File: config.mk
export PLATFORM = sky130hd
export DESIGN_NAME = serial_addsub_unit
export DESIGN_NICKNAME = d
export VERILOG_FILES = /design/src/rtl/serial_addsub_unit.sv
export SDC_FILE = /design/constraint.sdc
export NUM_CORES = 1
export LEC_CHECK = 0
export ABC_AREA = 1
export CAP_MARGIN = 10
export CORE_ASPECT_RATIO = 1.2
export CORE_MARGIN = 2
export CORE_UTILIZATION = 30
export DETAILED_ROUTE_END_ITERATION = 8
export GPL_ROUTABILITY_DRIVEN = 0
export SLEW_MARGIN = 20
export SYNTH_ARGS = -nofsm -noshare
export SYNTH_HDL_FRONTEND = slang
export SYNTH_SLANG_ARGS = --single-unit
File: constraint.sdc
create_clock -name clk -period 1.7 [get_ports clk]
set_clock_uncertainty 0.15 [all_clocks]
set_input_delay 0.51 -clock clk [delete_from_list [all_inputs] [get_ports clk]]
set_output_delay 0.51 -clock clk [all_outputs]
set_load 0.02 [all_outputs]
File: src/rtl/serial_addsub_unit.sv
// Digit-serial N-bit adder/subtractor, LSB first, DIGIT bits per clock.
// Optional signed flags (overflow, negative) with `define ADDSUB_SIGNED_FLAGS_EN.
module serial_addsub_unit #(
   parameter int N     = 4,
   parameter int DIGIT = 1
) (
   input  logic         clk,
   input  logic         rst,
   input  logic         start,
   input  logic         op,
   input  logic [N-1:0] A,
   input  logic [N-1:0] B,
   input  logic         cin,
   output logic         busy,
   output logic         done,
   output logic [N-1:0] result,
   output logic         cout,
   output logic         zero
`ifdef ADDSUB_SIGNED_FLAGS_EN
   ,
   output logic         overflow,
   output logic         negative
`endif
);

   localparam int STEPS = N / DIGIT;
   localparam int CW    = (STEPS > 1) ? $clog2(STEPS) : 1;
   localparam logic [CW-1:0] LAST = CW'(STEPS - 1);

   typedef enum logic [1:0] {
      IDLE,
      RUN,
      DONE
   } state_t;

   state_t          state_q;
   logic [N-1:0]    a_q, b_q, acc_q;
   logic            op_q, c_q;
   logic [CW-1:0]   cnt_q;
   logic            busy_q, done_q, cout_q, zero_q;
   logic [N-1:0]    result_q;

   logic [DIGIT-1:0] a_dig, b_dig, s_dig;
   logic [DIGIT:0]   t;
   logic             c_d;
   logic [N-1:0]     acc_d;
   logic             load;

   always_comb begin
      a_dig = a_q[DIGIT-1:0];
      b_dig = b_q[DIGIT-1:0];
      if (op_q)
         t = {1'b0, a_dig} - {1'b0, b_dig} - {{DIGIT{1'b0}}, c_q};
      else
         t = {1'b0, a_dig} + {1'b0, b_dig} + {{DIGIT{1'b0}}, c_q};
      s_dig = t[DIGIT-1:0];
      // For subtract the extra bit is the sign of the digit difference, i.e. borrow.
      c_d   = t[DIGIT];
      acc_d = N'({s_dig, acc_q} >> DIGIT);
   end

   assign load = start && (state_q == IDLE || state_q == DONE);

`ifdef ADDSUB_SIGNED_FLAGS_EN
   logic sa_q, sb_q, ovf_q, neg_q, ovf_d;

   always_comb begin
      if (op_q)
         ovf_d = (sa_q != sb_q) && (acc_d[N-1] != sa_q);
      else
         ovf_d = (sa_q == sb_q) && (acc_d[N-1] != sa_q);
   end

   always_ff @(posedge clk or posedge rst) begin
      if (rst) begin
         sa_q  <= 1'b0;
         sb_q  <= 1'b0;
         ovf_q <= 1'b0;
         neg_q <= 1'b0;
      end else if (load) begin
         sa_q <= A[N-1];
         sb_q <= B[N-1];
      end else if (state_q == RUN && cnt_q == LAST) begin
         ovf_q <= ovf_d;
         neg_q <= acc_d[N-1];
      end
   end

   assign overflow = ovf_q;
   assign negative = neg_q;
`endif

   always_ff @(posedge clk or posedge rst) begin
      if (rst) begin
         state_q  <= IDLE;
         a_q      <= '0;
         b_q      <= '0;
         acc_q    <= '0;
         op_q     <= 1'b0;
         c_q      <= 1'b0;
         cnt_q    <= '0;
         busy_q   <= 1'b0;
         done_q   <= 1'b0;
         result_q <= '0;
         cout_q   <= 1'b0;
         zero_q   <= 1'b0;
      end else if (load) begin
         state_q <= RUN;
         a_q     <= A;
         b_q     <= B;
         op_q    <= op;
         c_q     <= cin;
         cnt_q   <= '0;
         busy_q  <= 1'b1;
         done_q  <= 1'b0;
      end else begin
         unique case (state_q)
            RUN: begin
               a_q   <= a_q >> DIGIT;
               b_q   <= b_q >> DIGIT;
               acc_q <= acc_d;
               c_q   <= c_d;
               cnt_q <= cnt_q + 1'b1;
               if (cnt_q == LAST) begin
                  state_q  <= DONE;
                  busy_q   <= 1'b0;
                  done_q   <= 1'b1;
                  result_q <= acc_d;
                  cout_q   <= c_d;
                  zero_q   <= (acc_d == '0);
               end
            end
            DONE: begin
               state_q <= IDLE;
               done_q  <= 1'b0;
            end
            default: state_q <= IDLE;
         endcase
      end
   end

   assign busy   = busy_q;
   assign done   = done_q;
   assign result = result_q;
   assign cout   = cout_q;
   assign zero   = zero_q;

endmodule
# Word-level counts from Yosys, hierarchy flattened
# Index checks and enable logic that the tools add are counted.
# totals
regBits	26
in_bits	13
out_inout_bits	8
# classes
n_addsub	5
eq_ne	4
n_mux	18
n_bitwise	1
reduce_logical	11
# ops
cell	count
2-to-1 mux 4 bit	4
2-to-1 mux 2 bit	6
2-to-1 mux 1 bit	7
AND reduction 2 bit	3
equality test 2 bit (second input constant)	2
logical NOT 4 bit	1
nonzero test 2 bit	2
inequality test 3 bit (second input constant)	1
AND reduction 3 bit	1
nonzero test 3 bit	1
adder 1 x 1 -> 2 bit	1
adder 2 x 1 -> 2 bit	1
adder 2 x 1 -> 2 bit (second input constant)	1
equality test 2 x 1 -> 1 bit (second input constant)	1
logical NOT 2 bit	1
one-hot mux 1 bit (2 select lines)	1
subtractor 1 x 1 -> 2 bit	1
subtractor 2 x 1 -> 2 bit	1
logical AND 1 bit	1
logical OR 1 bit	1
inverter 1 bit	1

# Longest topological paths before layout
# logic_depth
depth_word	5
mapped_depth	7
ltp_nobuf	6

# Worst setup path after synthesis
# No wires, ideal clock.
# synth_timing
path_kind	register to register
startpoint	reg a_q[0]
endpoint	reg zero_q, in the netlist zero
t_arrival_ns	1.222
t_required_ns	1.485
setup_slack_ns	0.263
path_stages_with_launch	7
path_buffers	0
period_less_slack_ns	1.437
path_cell_list	dfrtp_1 -> inv_1 -> fa_1 -> nand2_1 -> nor2_1 -> nand2_1 -> nand2_1
# synth_via
elab_chain_cells	4
# synth_rtl
element	line_no	text
from (decl)	37	logic [N-1:0] a_q, b_q, acc_q;
from (signal assigned)	119	a_q <= a_q >> DIGIT;
adder 1 x 1 -> 2 bit / subtractor 1 x 1 -> 2 bit (equally long branches)	55, 53	
adder 2 x 1 -> 2 bit / subtractor 2 x 1 -> 2 bit (equally long branches)	55, 53	
2-to-1 mux 2 bit (*)	52	if (op_q)
logical NOT 4 bit (*)	130	zero_q <= (acc_d == '0);
to (signal assigned)	130	
to (decl)	40	logic busy_q, done_q, cout_q, zero_q;
# Every way passes the cells marked *; elsewhere a longest branch is shown, timed or not.
# A chain may end at the register's enable or synchronous reset.

# Worst setup path in the final report
# layout_timing
startpoint	reg cout_q, in the netlist cout
endpoint	out cout
# layout_lines
element	line_no	text
from (decl)	40	
from (signal assigned)	105	cout_q <= 1'b0;
from (signal assigned)	129	cout_q <= c_d;
to (decl)	17	output logic cout,
# No word-level cell between the ends.

==> results.yml <==
finish:
  diodes: 0
  final_nets: 180
  nFillCells: 371
  layout-drive-gt1-share: 0.1043
  areaGrowthSynthToFinish_pct: 28.42
power_and_ir_drop:
  p_seq_frac: 0.418
  p_sw_w: 0.001095
  p_clk_frac: 0.137
  vdd_ir_drop_max_mv: 0.6307
  powerDensity_mw_per_mm2: 1696
  p_int_w: 0.001457
  switching_share: 0.4290
  p_total_w: 0.002551
  p_leak_nw: 0.8022
  comb_power_share: 0.444
detailed_routing:
  drtAntennaViolNets: 0
  vias_per_cell: 4.205
  wl_per_cell_um: 9.614
  drc: 0
  drt_pass1_iterations: 3
  wirelength_mm: 2.067
  drt_iter0_drc: 17
  vias: 904
timing:
  hold_viol_final: 0
  fin_crit_ns: 1.635
  slew_violations: 0
  slew-limit-headroom: 0.7122
  hold-worst-slack_ns: 0.3230
  worst_pin_slew_ns: 0.4317
  tns_ns: 0
  max_freq_mhz: 611.6
  setup_viol: 0
  post-route-period-util: 0.9618
  rsz0062_at_grt: "false"
synth:
  synthCells: 136
  ys_seq_area_frac: 0.5342
  synthArstFlopShare: 1.000
  ys.flop_type: "dfrtp_1"
  syn_area_per_cell_um2: 8.611
  synth_area_leaders: "dfrtp_1, nand2_1, nand3_1, inv_1, nand2_4"
  yosysMostFrequentCell: "nand2_1"
  synth_warnings: 0
  synth-edff-count: 0
  syn_nets: 152
  yosys.area.top_type_share: 0.5342
  yosys-top-cells-count: "nand2_1, dfrtp_1, inv_1, nand3_1, o21ai_0"
  synth_area_leader_cell: "dfrtp_1"
  ys_ff_latch: 25
  netlist_area_mm2: 0.001171
  synth.distinct_cells: 15
worst_setup_path:
  required_ns: 1.04
  critPathKind: "register to primary output"
  r2r_setup_slack_ns: 0.14
  startpoint: "cout"
  reg2reg_to: "zero"
  crit_fanout: 2
  critPathCapture: "cout"
  rr_startpoint: "a_q[0]"
  worstPathArrival_ns: 0.98
  cpPeakStageDelay_ns: 0.39
  cp_top_family: "flip-flops"
  startpoint_type: "register"
  crit_buf_inv: 1
  path_cells: "dlygate4sd2_1"
  reg2regPathDepth: 6
  worst_path_max_delay_cell: "dfrtp_1"
  end_kind: "primary output"
  crit_cells: 1
place:
  port_buffers: 20
  dp_hpwl_mm: 1.670
die:
  die_h_um: 72.45
  num_rows: 24
  coreArea_mm2: 0.003694
  design.die.area_mm2: 0.004422
  die_x_um: 61.04
  start_util: 0.3171
  io_pins: 21
min_path:
  holdCritPathClass: "register to register"
clock_network:
  cts.sinks: 25
  cts-root-buf: "clkbuf_8"
  cts_tree: "built"
  cts.clk_slew.worst_paths_ns: 0.09
  cts_buffer_depth: 2
  htreeDepth: 1
  postCtsSetupBuffers: 0
  clk_latency_ns: 0.27
  cts_made_buffers: 3
global_routing:
  grt_max_degree: 26
  grt_pass1_wl_mm: 3.967
  grt.overflow.total: 0
  grt_usage: 0.1152
  antenna_found_initial: 0
  grt_pass1_vias: 929
run_status:
  status: "finished clean"
job:
  drv_cap: 0
[power by group through the flow]
stage	Sequential (W)	Combinational, W	Clock [W]
6_report	0.00107	0.00113	0.000350
5_1_grt	0.00112	0.00132	0.000381
4_1_cts	0.00107	0.00116	0.000357
3_5_place_dp	0.00109	0.00121	0
3_3_place_gp	0.00108	0.00118	0
2_1_floorplan	0.00110	0.000821	0
[state kept, by name, summed over array words and instances (netlist names), 2 cells and up]
| name | cells |
|---|---|
| a_q | 4 |
| acc_q | 3 |
| b_q | 4 |
| cnt_q | 2 |
| result | 4 |
| state_q | 2 |
[cell type report]
cell class	instances	area (um2)	share of cell area
Sequential cell	25	625.6	0.4160
Multi-Input combinational cell	91	455.4	0.3028
Timing Repair Buffer	24	232.7	0.1547
Inverter	19	78.83	0.05241
Tap cell	52	65.06	0.04326
Clock buffer	3	41.29	0.02745
Clock inverter	1	5.005	0.003328
[metrics by stage]
step,area (um2),setup WS (ns),std cells,utilization
finish,1504,0.06487,215,0.4072
global route,1504,0.01178,215,0.4072
CTS,1504,0.05588,215,0.4072
detailed placement,1468,0.007327,211,0.3974
global placement,1468,0.03854,211,0.3974
floorplan,1171,0.2633,136,-
[layer usage]
metal | global-route usage | up-vias | share of wire
met4 | 0.04348 | 0 | 0.016
li1 | - | 468 | -
met3 | 0.01783 | 5 | 0.039
met1 | 0.1470 | 413 | 0.47
met2 | 0.1927 | 18 | 0.47
met5 | 0 | - | 0
[placed cells by master, fill, tap and decap left out]
| cell type | instances |
|---|---|
| buf_4 | 3 |
| clkinv_2 | 1 |
| inv_4 | 1 |
| nand2_1 | 58 |
| fa_1 | 2 |
| nor2_1 | 2 |
| ha_1 | 1 |
| clkbuf_8 | 3 |
| clkdlybuf4s50_1 | 12 |
| o21ai_0 | 6 |
| inv_2 | 1 |
| a21oi_1 | 2 |
| inv_6 | 1 |
| dfrtp_1 | 25 |
| nor2_4 | 2 |
| dlygate4sd2_1 | 8 |
| inv_1 | 16 |
| nand2_4 | 4 |
| buf_12 | 1 |
| nand3_1 | 14 |
[worst min-delay path by stage]
stage                   start   endpoint  depth (start not counted)
floorplan              b_q[1]     b_q[1]                          2
global placement    result[1]  result[1]                          2
detailed placement       busy       busy                          2
CTS                      busy       busy                          2
global route             busy       busy                          2
finish                   busy       busy                          2
[cell families after synthesis]
| kind of cell | share of synthesized area |
|---|---|
| buffers and inverters | 0.07693 |
| AO/OA/AOI/OAI | 0.03419 |
| flip-flops | 0.5342 |
| adder cells (fa/ha/maj) | 0.04487 |
| AND/OR/NAND/NOR | 0.3098 |
[what timing repair did]
action	in CTS	in global routing
gates resized for setup	8	0
hold endpoints to repair	0	0
endpoints found under the setup margin	8	0
hold buffers	0	0
No activity file was read; power rests on OpenSTA's default activity.
==> patch 1, RTL diff (same settings) <==
Build with the macro `ADDSUB_SIGNED_FLAGS_EN` defined.
--- a/src/rtl/serial_addsub_unit.sv
+++ b/src/rtl/serial_addsub_unit.sv
@@ -2,2 +2,4 @@
 // Optional signed flags (overflow, negative) with `define ADDSUB_SIGNED_FLAGS_EN.
+`define ADDSUB_SIGNED_FLAGS_EN
+
 module serial_addsub_unit #(
Check against the original RTL (old outputs only; new: negative and overflow): equivalent (Yosys induction, for registers that start in step).
==> patch 1 against the unedited design <==
- design area grew 15%
- wire length grew 16%
- total power grew 32%
- area after synthesis grew 11%
- count of clock-buffer cells in the layout grew 4
- synthesized cell count grew 5.1%
- sequential cell count grew 4
- setup slack gained 0.0018 ns
- core utilization is essentially flat
- highest routed layer unchanged
==> patch 1: results <==
metrics = {
    "pwr": {
        "ir_drop_v": 0.000654,
        "p_leak_nw": 0.882,
        "internal_power_mw": 2.07,
    },
    "synth": {
        "synthAdderAreaFrac": 0.0404,
        "yosys-top-cells-count": "nand2_1 (50), dfrtp_1 (29), inv_1 (14)",
        "avgSynthCellArea_um2": 9.10,
        "synthDistinctLibCells": 20,
    },
    "routing": {
        "initialDrtViolationCount": 23,
        "totalWireLength_mm": 2.39,
        "drt-vias-per-instance": 4.24,
        "drt-pass1-iter-count": 4,
    },
    "clocking": {
        "clk_pin_slew_ns": 0.06,
        "htree_levels": 2,
    },
    "grt": {
        "grt_start_max_net_pins": 30,
        "grt_use_total": 0.116,
        "grt_pass1_wl_mm": 4.28,
    },
    "final_layout": {
        "nFillCells": 464,
        "nets": 191,
        "drive_gt1_frac": 0.148,
        "fin_cells": 232,
    },
    "place": {
        "dpl.hpwl_mm": 1.77,
        "place_area_um2": 1620,
        "dp_cells": 224,
    },
    "critical_path": {
        "slowest_delay_ns": 0.37,
        "r2r_end": "overflow",
    },
    "timing": {
        "slew_headroom": 0.833,
    },
    "run_status": {
        "status": "completed",
    },
}
## patch 1: changes by cell type after synthesis, sizes merged, moves of 2 or more
cell   delta
buf       +2
nand3     -3
o21ai     +7
o21a      +2
dfrtp     +4
nor2      +2
nand2     -8
## patch 1: power groups by stage
stage	Sequential (mW)	Combinational, mW	Clock, mW
finish	1.21	1.42	0.724
global route	1.25	1.64	0.777
CTS	1.22	1.45	0.754
detailed placement	1.23	1.51	0
global placement	1.22	1.50	0
floorplan	1.32	0.920	0
## patch 1: final cells by class
type	instances	area [um2]	area share
clock buffers	7	86.3	0.0501
clock inverters	1	30.0	0.0174
inverters	18	70.1	0.0407
multi-input cells	93	475	0.276
flip-flops and latches	29	726	0.421
well taps	56	70.1	0.0407
repair buffers	28	265	0.154
## patch 1: cell families after synthesis
logic type	Yosys count
simple gates	73
buf+inv	21
flops	29
fa+ha+maj	3
compound gates	17
## patch 1: per-layer routing
layer,vias up,track usage,share of wire
met5,-,0,0
met4,0,0.0574,0.024
met3,6,0.0487,0.053
met2,21,0.190,0.49
met1,451,0.129,0.43
li1,505,-,-
## patch 1: how the worst max path moves through the flow
stage	from	end	slack (ns)	cells past startpoint
CTS	overflow	overflow	0.04	1
floorplan	a_q[0]	overflow	0.16	7
global placement	start	a_q[2]	-0.05	5
finish	overflow	overflow	0.07	1
detailed placement	start	a_q[2]	-0.07	5
global route	b_q[0]	overflow	0.01	6
## patch 1: what timing repair did
action	CTS	global route
hold endpoints to repair	0	0
resized for setup	10	0
setup buffers	0	0
setup endpoints to repair	10	0
## patch 1: metrics by stage
stage | TNS, ns | utilization | worst slack, ns | hold slack (ns)
2_1_floorplan | 0 | - | 0.162 | 0.296
3_3_place_gp | -0.297 | 0.383 | -0.0492 | 0.308
3_5_place_dp | -0.427 | 0.383 | -0.0724 | 0.317
4_1_cts | 0 | 0.407 | 0.0425 | 0.327
5_1_grt | 0 | 0.407 | 0.0150 | 0.352
6_report | 0 | 0.407 | 0.0667 | 0.316
==> patch 2, RTL diff (same flow settings) <==
Made on the original files. Encoding of `state_t`: now one-hot (3 bits for 3 states).
--- a/src/rtl/serial_addsub_unit.sv
+++ b/src/rtl/serial_addsub_unit.sv
@@ -29,6 +29,6 @@
 
-   typedef enum logic [1:0] {
-      IDLE,
-      RUN,
-      DONE
+   typedef enum logic [2:0] {
+      IDLE = 3'b001,
+      RUN  = 3'b010,
+      DONE = 3'b100
    } state_t;
Function: no difference found for any inputs over 10 cycles, from zero or initial values and one cycle with rst high; not proved beyond that.
==> patch 2 against the unedited design <==
- non-clock buffer count rose by 3
- sequential share of layout area rose by 0.66 points
- synthesized cell count fell by 2.9%
- total power fell by 15%
- global-route usage rose by 1.1 points
- design area rose by 2.6%
- area after synthesis rose by 3.1%
- cell count fell by 0.93%
- setup slack improved by 0.0014 ns
- wire length rose by 14%
- count of clock-buffer cells in the layout rose by 1
- die area rose by 2.9%
- critical path depth did not move
- critical path type unchanged
- sequential cell count rose by 1
==> patch 2: results <==
metrics = {
    "grt": {
        "grt_pass1_wl_mm": 4.11,
        "grt_pass1_vias": 970,
        "grt_use_total": 0.126,
        "grt_start_max_net_pins": 27,
    },
    "pwr": {
        "power.density_nw_per_um2": 1400,
        "swShare": 0.378,
        "clockPowerShare": 0.162,
        "p_leak_nw": 0.810,
        "powerSeq_uw": 990,
        "ir_drop_v": 0.000525,
    },
    "routing": {
        "vias": 938,
        "totalWireLength_mm": 2.36,
        "route.detailed.drc": 0,
        "drt-pass1-iter-count": 4,
        "initialDrtViolationCount": 40,
    },
    "final_layout": {
        "non_clock_buffer_count": 27,
        "seq_share": 0.423,
        "nClkBuffers": 4,
        "num-multi-input-gates": 88,
        "layout.nonclk_buf_frac": 0.165,
        "fin_cells": 213,
        "clkCellAreaFrac": 0.0292,
        "nFillCells": 413,
        "inv_count": 14,
        "diodes": 0,
        "nets": 176,
        "multi_input_area_um2": 465,
        "drive_gt1_frac": 0.126,
        "finalCoreUtilization": 0.395,
    },
    "clocking": {
        "clkLatencyLatePin_ns": 0.27,
        "cts_buffers": 3,
        "post_cts_buffers": 0,
        "cts_buffer_depth": 2,
        "clk_pin_slew_ns": 0.09,
    },
    "critical_path": {
        "reg2reg_from": "a_q[0]",
        "reg2reg_slack_ns": 0.17,
        "setup.worst_path.start": "busy",
        "timing.critical_path.to": "busy",
        "rr_worst_depth": 4,
        "r2r_end": "zero",
        "path_delay_family": "flip-flops",
    },
    "run_status": {
        "status": "completed",
    },
    "place": {
        "dp_slack_ns": -0.0313,
        "portBuffers": 20,
        "place_area_um2": 1510,
        "dpl.hpwl_mm": 1.82,
    },
    "synth": {
        "synth_nets": 148,
        "avgSynthCellArea_um2": 9.15,
        "yosysSeqAreaShare": 0.540,
        "synth_area_leaders": "dfrtp_1 (52%), nand2_1 (12%), nand3_1 (9.9%), inv_1 (3.7%), fa_1 (3.3%)",
        "ys_ff_latch": 26,
        "synthDistinctLibCells": 19,
        "yosys-top-cells-count": "nand2_1 (40), dfrtp_1 (25), nand3_1 (24)",
    },
    "timing": {
        "layout_setup_ws_ns": 0.0663,
        "tightest_slew_ns": 0.277,
    },
    "min_path": {
        "hp-class": "reg -> reg",
    },
}
-- patch 2: cell types whose count changed after synthesis, moves of 3 or more --
cell,delta
nand2_1,-18
nor2_1,+4
nand3_1,+10
o21ai_2,+4
inv_1,-4
nand2_4,-3
-- patch 2: kinds of logic after synthesis --
logic type,synth area share
and+or+nand+nor,0.281
adders and majority gates,0.0435
xor gates and xnor gates,0.00726
DFF,0.540
buffers and inverters,0.0746
AOI/OAI and AO/OA,0.0539
-- patch 2: worst min-delay path by stage --
stage          startpoint        end  slack [ns]
2_1_floorplan    acc_q[3]   acc_q[3]        0.30
3_3_place_gp    result[0]  result[0]        0.32
3_5_place_dp         cout       cout        0.32
4_1_cts              cout       cout        0.33
5_1_grt         result[3]  result[3]        0.36
6_report        result[3]  result[3]        0.33
-- patch 2: routing by layer --
metal,vias to the layer above,routed length (um),part of all wire,global-route usage
met2,20,1190,0.50,0.207
met3,4,96,0.041,0.0246
met5,-,0,0,0
met1,439,1020,0.43,0.149
li1,475,-,-,-
met4,0,48,0.020,0.0709
